--- src/rtl/program_sequencer_if.sv ---
// Fetch-stage bus between the decoder and program_sequencer.
// The decoder side (master) drives op/operands/stall; the sequencer side
// (slave) returns the PC and RAS status. Trap signals exist only when
// PC_TRAP_EN is defined.
interface program_sequencer_if #(
  parameter int ADDR_W    = 24,
  parameter int OFF_W     = 16,
  parameter int RAS_DEPTH = 8
);
  localparam int CNT_W = $clog2(RAS_DEPTH + 1);

  logic              stall;
  logic [2:0]        op;
  logic [OFF_W-1:0]  offset;
  logic [ADDR_W-1:0] target;
  logic [ADDR_W-1:0] pc_out;
  logic [CNT_W-1:0]  ras_count;
  logic              ras_full;
  logic              ras_empty;
  logic              stack_err;
`ifdef PC_TRAP_EN
  logic              trap_req;
  logic              trap_ack;
  logic [ADDR_W-1:0] epc;
`endif

`ifdef PC_TRAP_EN
  modport master (
    output stall, op, offset, target, trap_req,
    input  pc_out, ras_count, ras_full, ras_empty, stack_err, trap_ack, epc
  );
  modport slave (
    input  stall, op, offset, target, trap_req,
    output pc_out, ras_count, ras_full, ras_empty, stack_err, trap_ack, epc
  );
`else
  modport master (
    output stall, op, offset, target,
    input  pc_out, ras_count, ras_full, ras_empty, stack_err
  );
  modport slave (
    input  stall, op, offset, target,
    output pc_out, ras_count, ras_full, ras_empty, stack_err
  );
`endif
endinterface

--- src/rtl/program_sequencer.sv ---
// Program counter for the fetch stage: sequential step, PC-relative branch,
// absolute jump, call/return through a circular return-address stack, stall.
// Optional trap entry / exception return is built when PC_TRAP_EN is defined;
// without it op 110 (eret) behaves as inc.
//
// Trap FSM (PC_TRAP_EN only):
//   state      | meaning
//   ST_RUN     | normal execution, a trap_req is taken on the next unstalled edge
//   ST_HANDLER | inside the trap handler, trap_req ignored until eret
module program_sequencer #(
  parameter int                ADDR_W     = 24,
  parameter int                OFF_W      = 16,
  parameter int                RAS_DEPTH  = 8,
  parameter int                STEP       = 1,
  parameter logic [ADDR_W-1:0] RESET_ADDR = '0
`ifdef PC_TRAP_EN
  ,
  parameter logic [ADDR_W-1:0] TRAP_VEC   = ADDR_W'('h10)
`endif
) (
  input logic                clk,
  input logic                reset,
  program_sequencer_if.slave bus
);

  localparam int CNT_W = $clog2(RAS_DEPTH + 1);
  localparam int PTR_W = $clog2(RAS_DEPTH);

  localparam logic [ADDR_W-1:0] STEP_A  = ADDR_W'(STEP);
  localparam logic [CNT_W-1:0]  DEPTH_C = CNT_W'(RAS_DEPTH);
  localparam logic [CNT_W-1:0]  CNT_ONE = CNT_W'(1);
  localparam logic [PTR_W-1:0]  PTR_ONE = PTR_W'(1);

  localparam logic [2:0] OP_HOLD   = 3'b000;
  localparam logic [2:0] OP_INC    = 3'b001;
  localparam logic [2:0] OP_BRANCH = 3'b010;
  localparam logic [2:0] OP_JUMP   = 3'b011;
  localparam logic [2:0] OP_CALL   = 3'b100;
  localparam logic [2:0] OP_RET    = 3'b101;
  localparam logic [2:0] OP_ERET   = 3'b110;
  localparam logic [2:0] OP_INC2   = 3'b111;

  logic [ADDR_W-1:0] pc_q, pc_d;
  logic [CNT_W-1:0]  cnt_q, cnt_d;
  // tos_q points at the next free slot; the top entry lives at tos_q-1.
  logic [PTR_W-1:0]  tos_q, tos_d;
  logic              err_q, err_d;
  logic              full_q, empty_q;
  logic              push;
  logic [ADDR_W-1:0] seq_pc;
  logic [ADDR_W-1:0] off_ext;
  logic [PTR_W-1:0]  pop_idx;

  logic [ADDR_W-1:0] ras_mem [RAS_DEPTH];

`ifdef PC_TRAP_EN
  typedef enum logic {ST_RUN, ST_HANDLER} trap_state_t;
  trap_state_t       state_q, state_d;
  logic [ADDR_W-1:0] epc_q, epc_d;
  logic              ack_q, ack_d;
`endif

  assign seq_pc  = pc_q + STEP_A;
  assign off_ext = ADDR_W'($signed(bus.offset));
  assign pop_idx = tos_q - PTR_ONE;

  // Next-state decode: everything holds by default, so stall simply skips the decode.
  always_comb begin
    pc_d  = pc_q;
    cnt_d = cnt_q;
    tos_d = tos_q;
    err_d = err_q;
    push  = 1'b0;
`ifdef PC_TRAP_EN
    state_d = state_q;
    epc_d   = epc_q;
    ack_d   = 1'b0;
`endif
    if (!bus.stall) begin
`ifdef PC_TRAP_EN
      if (state_q == ST_RUN && bus.trap_req) begin
        epc_d   = pc_q;
        pc_d    = TRAP_VEC;
        state_d = ST_HANDLER;
        ack_d   = 1'b1;
      end else begin
`endif
        case (bus.op)
          OP_HOLD: pc_d = pc_q;
          OP_INC, OP_INC2: pc_d = seq_pc;
          OP_BRANCH: pc_d = pc_q + off_ext;
          OP_JUMP: pc_d = bus.target;
          OP_CALL: begin
            // A full stack wraps over its oldest entry, keeping the newest
            // RAS_DEPTH return addresses poppable.
            push  = 1'b1;
            pc_d  = bus.target;
            tos_d = tos_q + PTR_ONE;
            if (cnt_q == DEPTH_C) err_d = 1'b1;
            else                  cnt_d = cnt_q + CNT_ONE;
          end
          OP_RET: begin
            if (cnt_q == '0) begin
              err_d = 1'b1;
            end else begin
              pc_d  = ras_mem[pop_idx];
              tos_d = pop_idx;
              cnt_d = cnt_q - CNT_ONE;
            end
          end
          OP_ERET: begin
`ifdef PC_TRAP_EN
            pc_d    = epc_q;
            state_d = ST_RUN;
`else
            pc_d    = seq_pc;
`endif
          end
          default: pc_d = pc_q;
        endcase
`ifdef PC_TRAP_EN
      end
`endif
    end
  end

  // Architectural state and registered status flags.
  always_ff @(posedge clk or negedge reset) begin
    if (!reset) begin
      pc_q    <= RESET_ADDR;
      cnt_q   <= '0;
      tos_q   <= '0;
      err_q   <= 1'b0;
      full_q  <= 1'b0;
      empty_q <= 1'b1;
    end else begin
      pc_q    <= pc_d;
      cnt_q   <= cnt_d;
      tos_q   <= tos_d;
      err_q   <= err_d;
      full_q  <= (cnt_d == DEPTH_C);
      empty_q <= (cnt_d == '0);
    end
  end

  // Return-address storage; contents are don't-care after reset.
  always_ff @(posedge clk) begin
    if (push) ras_mem[tos_q] <= seq_pc;
  end

`ifdef PC_TRAP_EN
  // Trap FSM state, saved exception PC and the single-cycle acknowledge.
  always_ff @(posedge clk or negedge reset) begin
    if (!reset) begin
      state_q <= ST_RUN;
      epc_q   <= '0;
      ack_q   <= 1'b0;
    end else begin
      state_q <= state_d;
      epc_q   <= epc_d;
      ack_q   <= ack_d;
    end
  end

  assign bus.trap_ack = ack_q;
  assign bus.epc      = epc_q;
`endif

  assign bus.pc_out    = pc_q;
  assign bus.ras_count = cnt_q;
  assign bus.ras_full  = full_q;
  assign bus.ras_empty = empty_q;
  assign bus.stack_err = err_q;

endmodule

--- src/flat_wrapper.sv ---
// flat-port wrapper written by rule: the top's interface ports become plain ports
module program_sequencer_flat 
#(
  parameter int                ADDR_W     = 24,
  parameter int                OFF_W      = 16,
  parameter int                RAS_DEPTH  = 8,
  parameter int                STEP       = 1,
  parameter logic [ADDR_W-1:0] RESET_ADDR = '0

)
  (clk, reset, bus_stall, bus_op, bus_offset, bus_target, bus_pc_out, bus_ras_count, bus_ras_full, bus_ras_empty, bus_stack_err);
  program_sequencer_if #(.ADDR_W(ADDR_W), .OFF_W(OFF_W), .RAS_DEPTH(RAS_DEPTH)) bus_i ();
  input logic clk;
  input logic reset;
  input wire logic [$bits(bus_i.stall)-1:0] bus_stall;
  input wire logic [$bits(bus_i.op)-1:0] bus_op;
  input wire logic [$bits(bus_i.offset)-1:0] bus_offset;
  input wire logic [$bits(bus_i.target)-1:0] bus_target;
  output wire logic [$bits(bus_i.pc_out)-1:0] bus_pc_out;
  output wire logic [$bits(bus_i.ras_count)-1:0] bus_ras_count;
  output wire logic [$bits(bus_i.ras_full)-1:0] bus_ras_full;
  output wire logic [$bits(bus_i.ras_empty)-1:0] bus_ras_empty;
  output wire logic [$bits(bus_i.stack_err)-1:0] bus_stack_err;
  assign bus_i.stall = bus_stall;
  assign bus_i.op = bus_op;
  assign bus_i.offset = bus_offset;
  assign bus_i.target = bus_target;
  assign bus_pc_out = bus_i.pc_out;
  assign bus_ras_count = bus_i.ras_count;
  assign bus_ras_full = bus_i.ras_full;
  assign bus_ras_empty = bus_i.ras_empty;
  assign bus_stack_err = bus_i.stack_err;
  program_sequencer #(.ADDR_W(ADDR_W), .OFF_W(OFF_W), .RAS_DEPTH(RAS_DEPTH), .STEP(STEP), .RESET_ADDR(RESET_ADDR)) u_core (.clk(clk), .reset(reset), .bus(bus_i));
endmodule
--- config.mk ---
export PLATFORM = sky130hd
export DESIGN_NAME = program_sequencer_flat
export DESIGN_NICKNAME = d
export VERILOG_FILES = /design/src/rtl/program_sequencer_if.sv /design/src/rtl/program_sequencer.sv /design/src/flat_wrapper.sv
export SDC_FILE = /design/constraint.sdc
export NUM_CORES = 1
export LEC_CHECK = 0
export ABC_CLOCK_PERIOD_IN_PS = 10500
export CORE_MARGIN = 2
export CORE_UTILIZATION = 45
export CTS_CLUSTER_SIZE = 16
export DETAILED_ROUTE_END_ITERATION = 8
export PLACE_DENSITY_LB_ADDON = 0.15
export SYNTH_ARGS = -nofsm -noshare
export SYNTH_HDL_FRONTEND = slang
export SYNTH_SLANG_ARGS = --single-unit
--- constraint.sdc ---
create_clock -name clk -period 10.5 [get_ports clk]
set_input_delay 2.1 -clock clk [delete_from_list [all_inputs] [get_ports clk]]
set_output_delay 2.1 -clock clk [all_outputs]
set_load 0.05 [all_outputs]
### After elaboration in Yosys (flattened, before gate mapping)

Memory sizes are Yosys's and may differ from the RTL's.
Index checks and enable logic that the tools add are counted.

| operators by class | value |
|---|---|
| $add $sub $neg | 6 |
| multipliers | 0 |
| divide/modulo/power cells | 0 |
| magnitude comparators | 0 |
| equal/unequal tests | 12 |
| shifts and indexed selects | 0 |
| mux-type cells | 15 |
| bitwise logic cells | 2 |
| reductions and logical operators | 9 |

Operators with widths:

| operator | number |
|---|---|
| $pmux W24 S4 | 1 |
| $add A24 B1 Y24 const B | 1 |
| $add A24 B24 Y24 | 1 |
| $mux W24 | 1 |
| $eq A3 B3 Y1 const B | 4 |
| $mux W4 | 3 |
| $eq A4 B4 Y1 const B | 2 |
| $logic_not A4 Y1 | 2 |
| $pmux W4 S2 | 1 |
| $eq A3 B2 Y1 const B | 2 |
| $mux W1 | 6 |
| $pmux W3 S2 | 1 |
| $reduce_and A3 Y1 | 2 |
| $add A4 B1 Y4 const B | 1 |
| $ne A2 B1 Y1 const B | 2 |
| $reduce_and A4 Y1 | 1 |
| $sub A4 B1 Y4 const B | 1 |
| $add A3 B1 Y3 const B | 1 |
| $eq A3 B1 Y1 const B | 1 |
| $logic_not A3 Y1 | 1 |
| $mux W3 | 1 |
| $reduce_or A3 Y1 | 1 |
| $sub A3 B1 Y3 const B | 1 |
| $ne A2 B2 Y1 const B | 1 |
| 4 further kinds | 5 |

| word-level totals | value |
|---|---|
| register bits | 34 |
| bits in latches | 0 |
| RAM bits | 192 |
| memory bits (read-only) | 0 |
| input port bits | 46 |
| memories kept | 1 |

Memory list:

| memory | words | width | rd ports | clocked after memory_dff | wr ports | line | source |
|---|---|---|---|---|---|---|---|
| u_core.ras_mem | 8 | 24 | 1 | 0 | 1 | program_sequencer.sv:54 | `logic [ADDR_W-1:0] ras_mem [RAS_DEPTH];` |

### Depth between registers and ports, before layout

Gate-level depths: netlist (run 1).

| depth | value |
|---|---|
| word-level depth | 5 |
| depth in mapped cells | 14 |
| gate-level depth less buffers | 10 |

### Worst setup path before layout (run 1)

Ideal clock, no wire load.

| path | value |
|---|---|
| path kind | in2reg |
| start | input bus_op[2] |
| end | memory u_core.ras_mem[1][0] (enable) |
| setup time | 0.435 ns |
| data arrival time | 4.664 ns |
| data required time | 10.065 ns |
| slack | 5.401 ns |
| cell stages on the path | 5 |
| path buffers | 1 |
| path through | buf_4 -> or3b_2 -> nor2_1 -> nand2_1 -> nor3_1 |

| between the ends | value |
|---|---|
| longest elaborated chain between the ends | 5 |

Ends and longest elaborated chain:

| element | line | source |
|---|---|---|
| start, declared | flat_wrapper.sv:16 | `input wire logic [$bits(bus_i.op)-1:0] bus_op;` |
| $eq A3 B3 Y1 | program_sequencer.sv:88 | `case (bus.op)` |
| $mux W1 | program_sequencer.sv:88 |  |
| $mux W1 | program_sequencer.sv:79 | `if (!bus.stall) begin` |
| $mux W1 | program_sequencer.sv:148 | `if (push) ras_mem[tos_q] <= seq_pc;` |
| $mux W1 (implied by the code) | program_sequencer.sv:148 |  |
| end, declared | program_sequencer.sv:54 |  |

No other way between the ends.

### Final worst setup path (run 1)

| path | value |
|---|---|
| start | input bus_op[0] |
| end | register u_core.pc_q[22] (netlist: u_core.bus.pc_out[22]) |

| between the ends | value |
|---|---|
| longest elaborated chain between the ends | 3 |
| elaborated cells between the ends (all ways) | 14 |
| those cells by class | eq/ne (8); mux (1); bitwise (1); reduce/logical (4) |

Ends and longest elaborated chain:

| element | line | source |
|---|---|---|
| $eq A3 B1 Y1, or another cell as far along | program_sequencer.sv:88 |  |
| $reduce_or A3 Y1 (no line), or another cell as far along | - |  |
| $pmux W24 S4 / $reduce_and A3 Y1 (equally long branches) | - |  |
| end signal, assigned | program_sequencer.sv:137 | `pc_q <= pc_d;` |
| end, declared | program_sequencer.sv:43 | `logic [ADDR_W-1:0] pc_q, pc_d;` |

Several ways; a longest one is shown, not always the timed one.
A chain may end at the register's enable or synchronous reset.

==> results by group, run 1 <==
Outcome
  • Status: finished clean

STA
  • Clock Skew: 0.01534 ns
  • RSZ-0062 raised after global routing: no
  • Max Freq: 203.1 MHz
  • Relative slew margins: 0.1299
  • Post-layout min period: 4.923 ns
  • Fin. Hold Viols: 0
  • Worst slew pin tran: 1.304 ns
  • Setup slack after layout: 5.577 ns
  • Final Max Slew Viols: 0
  • Final setup fails: 0
  • WHS: 0.5194 ns
  • Period utilisation layout: 0.4688
  • Setup TNS: 0 ns

Logic synthesis
  • Ys flop type: edfxtp_1
  • Top-count cell post-synth: edfxtp_1
  • Number of synthesized register bits: 226
  • Synth top area cells: edfxtp_1 (53%), mux4_2 (9.9%), dfrtp_1 (7.5%)
  • Register area share after synthesis: 0.6034
  • Post-Syn Instances: 793
  • Top post-synthesis cells by count: edfxtp_1 (192), nand2_1 (69), nor2_1 (54), mux4_2 (48), a21oi_1 (45)
  • Post-synth top area cell: edfxtp_1
  • Syn Area/Cell: 13.83 µm²
  • Synth Net Count: 868
  • Syn Std Cell Area: 10970 µm²
  • Top cell type's share of synthesized area: 0.5257
  • Synth Warn #: 0
  • Post-synth ARST share: 0.1504
  • Number of library cell types mapped by synthesis: 64
  • Post-synth EDFFs: 192

Min path
  • Hold Path Stages: 1
  • Path type of the worst min-delay path: flip-flop to flip-flop

Clocking
  • CTS resizes: 0
  • Post-CTS Setup Bufs: 0
  • Hold Buf Count CTS: 0
  • Clock H-tree levels: 1
  • CTS tree: built
  • Worst-Skew Late Latency: 0.51 ns
  • Root Buffer: clkbuf_16
  • Clock buffer depth: 3
  • CTS Sinks: 226
  • Worst-path clk slew: 0.06 ns
  • TritonCTS buffer count: 24

Job
  • # Max-Cap Violations: 0

Floorplanning
  • Chip height: 160.1 µm
  • Initial core utilization: 0.4549
  • Die area: 25640 µm²
  • Row count: 57
  • Die extent in x: 160.1 µm
  • # IOs: 77
  • Core footprint: 24110 µm²

Setup path
  • Flop2flop setup slack: 7.26 ns
  • CP endpoint kind: flip-flop
  • Worst Path Max Fanout: 24
  • Setup CP Type: primary input to flip-flop
  • Critical Path RT: 10.92 ns
  • Startpoint types: primary input
  • Worst reg-to-reg path cell count: 9
  • WP data arrival: 5.35 ns

Drt
  • Routed Antenna Nets: 0
  • WL/cell: 22.77 µm
  • 1st-iter DRT viols: 640
  • Residual DRC: 0
  • Vias/cell: 5.970
  • Via count of the routed design: 7200
  • Drt first pass iters: 5
  • Final WL: 27460 µm

Power and ir drop
  • Pwr per Cell Area: 261.8 nW/µm²
  • VDD IR max: 0.1334 mV
  • Power, Total: 3.355 mW
  • Leakage: 4.408 nW

Placed design
  • Placed Area: 12070 µm²
  • Post-placement cell count: 1167
  • Port bufs: 76
  • DP Wirelength: 18250 µm
  • RD Place Congestion: 0.8818
  • Setup Slack @ Placement: 5.041 ns

Final layout
  • Area Growth Syn to Fin: 16.83%
  • Non-Filler Instances: 1206
  • Fillers: 2026
  • Final Core Density: 0.5315
  • Fin nets: 944
  • Design area: 12810 µm²
  • Antenna diodes: 0
  • Fraction of layout instances using a drive strength above 1: 0.1383

GRT
  • GRT Util Overall: 0.2144
  • Largest net degree at the start of global routing: 43
  • First-pass GRT wire length: 42230 µm
  • Initial antenna violation count: 0
  • Grt total ovfl: 0
  • Vias in the first global route: 7325
[area by class of cell]
class / count / area [µm²] / area share
clock buffers: 28 / 636.9 / 0.04971
clock inverters: 11 / 102.6 / 0.008008
inverters: 19 / 71.32 / 0.005566
multi-input cells: 509 / 4121 / 0.3217
flip-flops and latches: 226 / 6621 / 0.5168
well taps: 324 / 405.4 / 0.03164
repair buffers: 89 / 853.3 / 0.06660
[cell families (layout without fill, tap and decap cells)]
logic type / count (synthesis) / after routing / synth area share
buffers and inverters: 58 / 147 / 0.02453
xor gates and xnor gates: 47 / 47 / 0.03754
DFF: 226 / 226 / 0.6034
AOI/OAI and AO/OA: 177 / 177 / 0.1102
muxes: 49 / 49 / 0.09949
adders and majority gates: 29 / 29 / 0.03377
and+or+nand+nor: 207 / 207 / 0.09105
[cells in the final DEF, fill, tap and decap left out, types with 5 or more instances in the layout]
cell type and n:
mux4_2 48, and3_1 7, nor3_1 7, xnor2_1 30, dfrtp_1 32, a22oi_1 5, nand2_1 69, nor2_2 7
o21ai_0 31, xor2_1 17, buf_4 13, o21a_1 6, a21o_1 11, clkbuf_16 25, a22o_1 5, a221oi_1 20
nor2_1 47, nand3_1 26, ha_1 27, a221o_1 11, a31oi_1 9, inv_1 19, clkdlybuf4s50_1 75, edfxtp_1 192
nand2b_1 5, nand4_1 7, a21oi_1 45
[metal layers]
metal  up-vias  part of all wire  track usage
li1       3244                 -            -
met1      3638              0.45       0.3077
met2       285              0.47       0.3506
met3        33             0.069      0.03195
met4         0             0.016      0.04627
met5         -                 0            0
[critical path: stages]
cell and delay (ns):
clkdlybuf4s50_1 0.97, nand3b_2 0.37, nor2_2 1.08, a22oi_1 0.24
nand3_1 0.24, o21ai_0 0.10, o2bb2ai_1 0.14, o21ai_0 0.08
[report_power, final]
part / internal [mW] / switching [mW]
Clock: 0.477 / 0.323
Sequential: 1.12 / 0.119
Combinational: 0.533 / 0.782
[flip-flops by register name, indices dropped and copies added (netlist names)]
signal,count
u_core.bus.ras_count,4
u_core.ras_mem,192
u_core.bus.ras_empty,1
u_core.tos_q,3
u_core.bus.stack_err,1
u_core.bus.ras_full,1
u_core.bus.pc_out,24
[worst paths after layout]
path	start	end
max	bus_op[0]	u_core.bus.pc_out[22]
max in group asynchronous	reset	u_core.tos_q[0]
max reg2reg	u_core.tos_q[0]	u_core.bus.pc_out[7]
min	u_core.bus.stack_err	u_core.bus.stack_err
min reg2reg	u_core.bus.stack_err	u_core.bus.stack_err
min in group asynchronous	reset	u_core.tos_q[1]
Power figures use the tool's default switching activity.
==> run 2: changes to the inputs <==
--- a/config.mk
+++ b/config.mk
@@ -5,7 +5,7 @@
 export SDC_FILE = /design/constraint.sdc
 export NUM_CORES = 1
 export LEC_CHECK = 0
-export ABC_CLOCK_PERIOD_IN_PS = 10500
+export ABC_CLOCK_PERIOD_IN_PS = 4600
 export CORE_MARGIN = 2
 export CORE_UTILIZATION = 45
 export CTS_CLUSTER_SIZE = 16
==> constraint.sdc (replaced) <==
create_clock -name clk -period 4.6 [get_ports clk]
set_input_delay 0.92 -clock clk [delete_from_list [all_inputs] [get_ports clk]]
set_output_delay 0.92 -clock clk [all_outputs]
set_load 0.05 [all_outputs]
==> run 2 against run 1 <==
Effect of this change:
- core utilization increased by 0.53 points
- critical path type unchanged
- count of clock-buffer cells in the layout increased by 1
- clock skew increased by 0.0024 ns
- hold slack got worse by 0.036 ns
- setup slack got worse by 4.3 ns
- global-route usage increased by 0.35 points
- design area increased by 1.0%
- first-iteration DRC count increased by 14%
- non-clock buffer count increased by 10
- critical path depth decreased by 2
==> results by group, run 2 (synthesis results as in run 1) <==
Setup path
  • Worst Path Max Fanout: 24 (unchanged)
  • Critical Path RT: 4.75 ns (-6.17 ns)
  • Setup CP Type: primary input to flip-flop
  • WP data arrival: 3.43 ns (-1.92 ns)
  • CP endpoint kind: flip-flop
  • Worst reg-to-reg path cell count: 9 (unchanged)
  • Startpoint types: primary input

Drt
  • Drt first pass iters: 7 (+2)
  • 1st-iter DRT viols: 732 (+14%)
  • Residual DRC: 0 (unchanged)
  • WL/cell: 23.04 µm (+1.2%)
  • Via count of the routed design: 7267 (+0.93%)
  • Final WL: 28130 µm (+2.4%)
  • Vias/cell: 5.952 (-0.31%)
  • Routed Antenna Nets: 0 (unchanged)

Clocking
  • Hold Buf Count CTS: 0 (unchanged)
  • TritonCTS buffer count: 24 (unchanged)
  • Post-CTS Setup Bufs: 0 (unchanged)
  • CTS tree: built
  • Worst-Skew Late Latency: 0.51 ns (about the same)
  • Worst-path clk slew: 0.07 ns (about the same)
  • CTS resizes: 0 (unchanged)
  • Root Buffer: clkbuf_16
  • Clock buffer depth: 3 (unchanged)
  • CTS Sinks: 226 (unchanged)
  • Clock H-tree levels: 1 (unchanged)

Final layout
  • Non-Filler Instances: 1221 (+1.2%)
  • Area occupied by multi-input gates: 4121 µm² (unchanged)
  • Fin nets: 954 (+1.1%)
  • Area Growth Syn to Fin: 17.99%
  • Design area: 12940 µm² (+1.0%)
  • Most common cell after layout, fill and taps aside: edfxtp_1
  • Commonest cells after routing, fill and taps aside: edfxtp_1 (192), clkdlybuf4s50_1 (75), nand2_1 (69), mux4_2 (48), nor2_1 (47)
  • Largest register FFs: 192 (unchanged)
  • Antenna diodes: 0 (unchanged)
  • Fillers: 2007 (-0.94%)
  • Biggest register: u_core.ras_mem
  • Fraction of layout instances using a drive strength above 1: 0.1516 (+0.01329)
  • FF/Latch Area: 6621 µm² (unchanged)

STA
  • Final setup fails: 0 (unchanged)
  • Relative slew margins: 0.3503 (+0.2204)
  • Setup TNS: 0 ns (unchanged)
  • Setup slack after layout: 1.323 ns (-4.254 ns)
  • Fin. Hold Viols: 0 (unchanged)
  • Max Freq: 305.2 MHz
  • Post-layout min period: 3.277 ns
  • Clock Skew: 0.01774 ns (+0.002395 ns)
  • RSZ-0062 raised after global routing: no
  • Final Max Slew Viols: 0 (unchanged)
  • Worst slew pin tran: 0.9676 ns (-0.3361 ns)
  • Period utilisation layout: 0.7123

Floorplanning
  • Row count: 57 (unchanged)
  • Core footprint: 24110 µm² (unchanged)
  • Initial core utilization: 0.4549 (unchanged)
  • # IOs: 77 (unchanged)
  • Chip height: 160.1 µm (unchanged)
  • Die area: 25640 µm² (unchanged)
  • Die extent in x: 160.1 µm (unchanged)

GRT
  • GRT Util Overall: 0.2178 (+0.003480)
  • Largest net degree at the start of global routing: 35 (-19%)
  • First-pass GRT wire length: 42570 µm (+0.80%)
  • Vias in the first global route: 7046 (-3.8%)
  • Initial antenna violation count: 0 (unchanged)
  • Grt total ovfl: 0 (unchanged)

Power and ir drop
  • Leakage: 4.476 nW (+1.5%)
  • Pwr per Cell Area: 601.9 nW/µm² (+130%)
  • VDD IR max: 0.3346 mV (+150%)

Placed design
  • DP Wirelength: 19480 µm (+6.7%)
  • Setup Slack @ Placement: 0.7950 ns (-4.246 ns)
  • Placed Area: 12160 µm² (+0.73%)
  • Port bufs: 76 (unchanged)
  • Post-placement cell count: 1177 (+0.86%)
  • RD Place Congestion: 0.8830 (+0.14%)

Outcome
  • Status: finished clean

Min path
  • Path type of the worst min-delay path: primary input to async pin

Job
  • # Max-Cap Violations: 0 (unchanged)
run 2: metal layers:
metal	GRT usage	up-vias	routed length, µm
met1	0.3299	3662	12600
met5	0	-	0
met3	0.02805	35	2284
met2	0.3414	299	12850
met4	0.04505	0	387
li1	-	3271	-
run 2: path summary, 6_finish.rpt:
| kind | startpoint | end | slack, ns |
|---|---|---|---|
| max | bus_op[2] | u_core.ras_mem[1][21] | 1.32 |
| min | reset | u_core.tos_q[0] | 0.48 |
| max reg2reg | u_core.tos_q[0] | u_core.bus.pc_out[17] | 1.44 |
| min reg2reg | u_core.bus.stack_err | u_core.bus.stack_err | 0.50 |
| max in group asynchronous | reset | u_core.tos_q[0] | 3.51 |
| min in group clk | u_core.bus.stack_err | u_core.bus.stack_err | 0.50 |
run 2: area by class of cell:
cell class                      instances  area share
Clock buffer                           29     0.04951
Clock inverter                         15     0.01073
Inverter                               19    0.005512
Multi-Input combinational cell        509      0.3185
Sequential cell                       226      0.5117
Tap cell                              324     0.03133
Timing Repair Buffer                   99     0.07271
run 2: metrics by stage:
| stage | total power [mW] | utilization | hold WS [ns] |
|---|---|---|---|
| 3_3_place_gp | 5.874 | 0.5045 | 0.4972 |
| 4_1_cts | 7.834 | 0.5368 | 0.4936 |
| 2_1_floorplan | 4.971 | - | 0.5972 |
| 5_1_grt | 8.161 | 0.5368 | 0.5194 |
| 6_report | 7.789 | 0.5368 | 0.4836 |
| 3_5_place_dp | 5.916 | 0.5045 | 0.4636 |
run 2: critical path: stages:
cell and delay, ns:
clkdlybuf4s50_1 0.81, or3b_2 0.56, nor2_1 0.29, nand2_1 0.23, nor3_2 0.18, buf_4 0.40
run 2: report_power, final:
group / switching, mW / leakage (nW) / internal (mW)
clock: 0.788 / 0.373 / 1.11
sequential: 0.298 / 2.12 / 2.56
combinational: 1.79 / 1.98 / 1.24
total: 2.88 / 4.48 / 4.91
==> run 3: changes to the inputs <==
--- a/config.mk
+++ b/config.mk
@@ -5,7 +5,7 @@
 export SDC_FILE = /design/constraint.sdc
 export NUM_CORES = 1
 export LEC_CHECK = 0
-export ABC_CLOCK_PERIOD_IN_PS = 4600
+export ABC_CLOCK_PERIOD_IN_PS = 2800
 export CORE_MARGIN = 2
 export CORE_UTILIZATION = 45
 export CTS_CLUSTER_SIZE = 16
==> constraint.sdc (replaced) <==
create_clock -name clk -period 2.8 [get_ports clk]
set_input_delay 0.56 -clock clk [delete_from_list [all_inputs] [get_ports clk]]
set_output_delay 0.56 -clock clk [all_outputs]
set_load 0.05 [all_outputs]
==> run 3 against run 2 <==
Effect of this change:
- count of clock-buffer cells in the layout rose by 1
- sequential share of layout area is 3.8 points lower
- via count is 5.4% higher
- non-clock buffer count increased by 106
- critical endpoint is now u_core.bus.pc_out[22]
- clock skew down 0.0093 ns
- critical path type unchanged
- register-to-register slack worse by 1.3 ns
- flip-flop and latch count did not move
- cell count rose by 8.6%
- sequential power increased by 58%
- highest routed layer unchanged
- routed wire length grew 4.1%
==> results by group, run 3 (synthesis results as in run 1) <==
Final layout
  • Fraction of layout instances using a drive strength above 1: 0.2545 (+0.1029)
  • Fin nets: 1060 (+11%)
  • Final Core Density: 0.5800 (+0.04324)
  • Area Growth Syn to Fin: 27.50%
  • Commonest cells after routing, fill and taps aside: edfxtp_1 (192), buf_4 (116), clkdlybuf4s50_1 (75), nand2_1 (69), mux4_2 (48)
  • Antenna diodes: 0 (unchanged)
  • Most common cell after layout, fill and taps aside: edfxtp_1
  • Fillers: 1964 (-2.1%)
  • Area occupied by multi-input gates: 4200 µm² (+1.9%)
  • Largest register FFs: 192 (unchanged)
  • Biggest register: u_core.ras_mem
  • FF/Latch Area: 6623 µm² (about the same)

Setup path
  • CP endpoint kind: flip-flop
  • Startpoint types: primary input
  • Worst Path Max Fanout: 2 (-92%)
  • Critical Path RT: 3.19 ns (-1.56 ns)
  • Setup CP Type: primary input to flip-flop
  • Worst reg-to-reg path cell count: 11 (+2)
  • WP data arrival: 3.06 ns (-0.37 ns)

STA
  • Fin. Hold Viols: 0 (unchanged)
  • Final setup fails: 0 (unchanged)
  • Clock Skew: 0.008394 ns (-0.009343 ns)
  • Post-layout min period: 2.670 ns
  • Max Freq: 374.5 MHz
  • RSZ-0062 raised after global routing: no
  • WHS: 0.1397 ns (-0.3439 ns)
  • Final Max Slew Viols: 0 (unchanged)
  • Relative slew margins: 0.4237 (+0.07336)
  • Worst slew pin tran: 0.8583 ns (-0.1093 ns)
  • Period utilisation layout: 0.9537

Clocking
  • CTS tree: built
  • Post-CTS Setup Bufs: 0 (unchanged)
  • CTS Sinks: 226 (unchanged)
  • Clock buffer depth: 3 (unchanged)
  • Worst-path clk slew: 0.06 ns (about the same)
  • Root Buffer: clkbuf_16
  • TritonCTS buffer count: 24 (unchanged)
  • Clock H-tree levels: 1 (unchanged)
  • Worst-Skew Late Latency: 0.52 ns (about the same)

GRT
  • Vias in the first global route: 7735 (+9.8%)
  • GRT Util Overall: 0.2303 (+0.01247)
  • Grt total ovfl: 0 (unchanged)
  • Largest net degree at the start of global routing: 35 (unchanged)
  • Initial antenna violation count: 0 (unchanged)
  • First-pass GRT wire length: 45510 µm (+6.9%)

Floorplanning
  • Row count: 57 (unchanged)
  • Core footprint: 24110 µm² (unchanged)
  • Chip height: 160.1 µm (unchanged)
  • # IOs: 77 (unchanged)
  • Die extent in x: 160.1 µm (unchanged)
  • Die area: 25640 µm² (unchanged)
  • Initial core utilization: 0.4549 (unchanged)

Drt
  • Drt first pass iters: 5 (-2)
  • Vias/cell: 5.778 (-2.9%)
  • Residual DRC: 0 (unchanged)
  • Routed Antenna Nets: 0 (unchanged)
  • WL/cell: 22.08 µm (-4.2%)
  • Final WL: 29270 µm (+4.1%)
  • Via count of the routed design: 7662 (+5.4%)
  • 1st-iter DRT viols: 683 (-6.7%)

Placed design
  • DP Wirelength: 20610 µm (+5.8%)
  • Port bufs: 76 (unchanged)
  • RD Place Congestion: 0.8766 (-0.72%)

Power and ir drop
  • Pwr per Cell Area: 971.8 nW/µm² (+61%)
  • VDD IR max: 0.4473 mV (+34%)
  • Leakage: 5.082 nW (+14%)

Min path
  • Path type of the worst min-delay path: primary input to async pin

Job
  • # Max-Cap Violations: 0 (unchanged)

Outcome
  • Status: finished clean
-- run 3: area by class of cell --
class | count | area share
timing repair buffer | 205 | 0.1349
clock inverter | 13 | 0.01083
clock buffer | 30 | 0.04608
sequential | 226 | 0.4736
tap | 324 | 0.02899
inverter | 19 | 0.005101
multi-input combinational | 509 | 0.3004
-- run 3: worst paths after layout --
path / start / to / slack [ns]
min in group clk: u_core.bus.stack_err / u_core.bus.stack_err / 0.49
setup / recovery: bus_offset[0] / u_core.bus.pc_out[22] / 0.13
max in group asynchronous: reset / u_core.tos_q[0] / 2.04
hold reg to reg: u_core.bus.stack_err / u_core.bus.stack_err / 0.49
hold / removal: reset / u_core.tos_q[1] / 0.14
setup reg to reg: u_core.bus.ras_count[0] / u_core.bus.pc_out[17] / 0.13
-- run 3: layer usage --
metal	global-route usage	up-vias	wire, µm
met3	0.02935	38	2010
li1	-	3481	-
met4	0.04750	0	436
met1	0.3330	3865	12840
met2	0.3784	278	13980
met5	0	-	0
-- run 3: what timing repair did --
action	in CTS	in global routing
setup endpoints to repair	0	9
hold buffers	0	0
gates resized for setup	0	11
-- run 3: through the flow --
stage	power (mW)	TNS, ns	setup WS, ns	cells	instance area (µm²)
finish	13.59	0	0.1296	1326	13980
CTS	13.62	0	0.06307	1326	13920
floorplan	8.220	-14.26	-0.1090	793	11000
global route	14.25	0	0.003734	1326	13980
global placement	10.26	-14.44	-0.4390	1283	13120
detailed placement	10.39	-20.73	-0.4321	1283	13120
-- run 3: power by group --
group          internal, mW  switching (mW)
Combinational          2.66            3.22
Clock                  1.91            1.28
Sequential             4.19           0.320
-- run 3: worst max-delay path: stages --
cell and delay (ns):
clkdlybuf4s50_1 0.41, ha_1 0.22, fa_1 0.42, a21oi_2 0.18, o211ai_1 0.17, nand4_1 0.13, nand3_1 0.13, a21bo_2 0.26
a221oi_1 0.32, xor2_1 0.17, o21ai_0 0.09
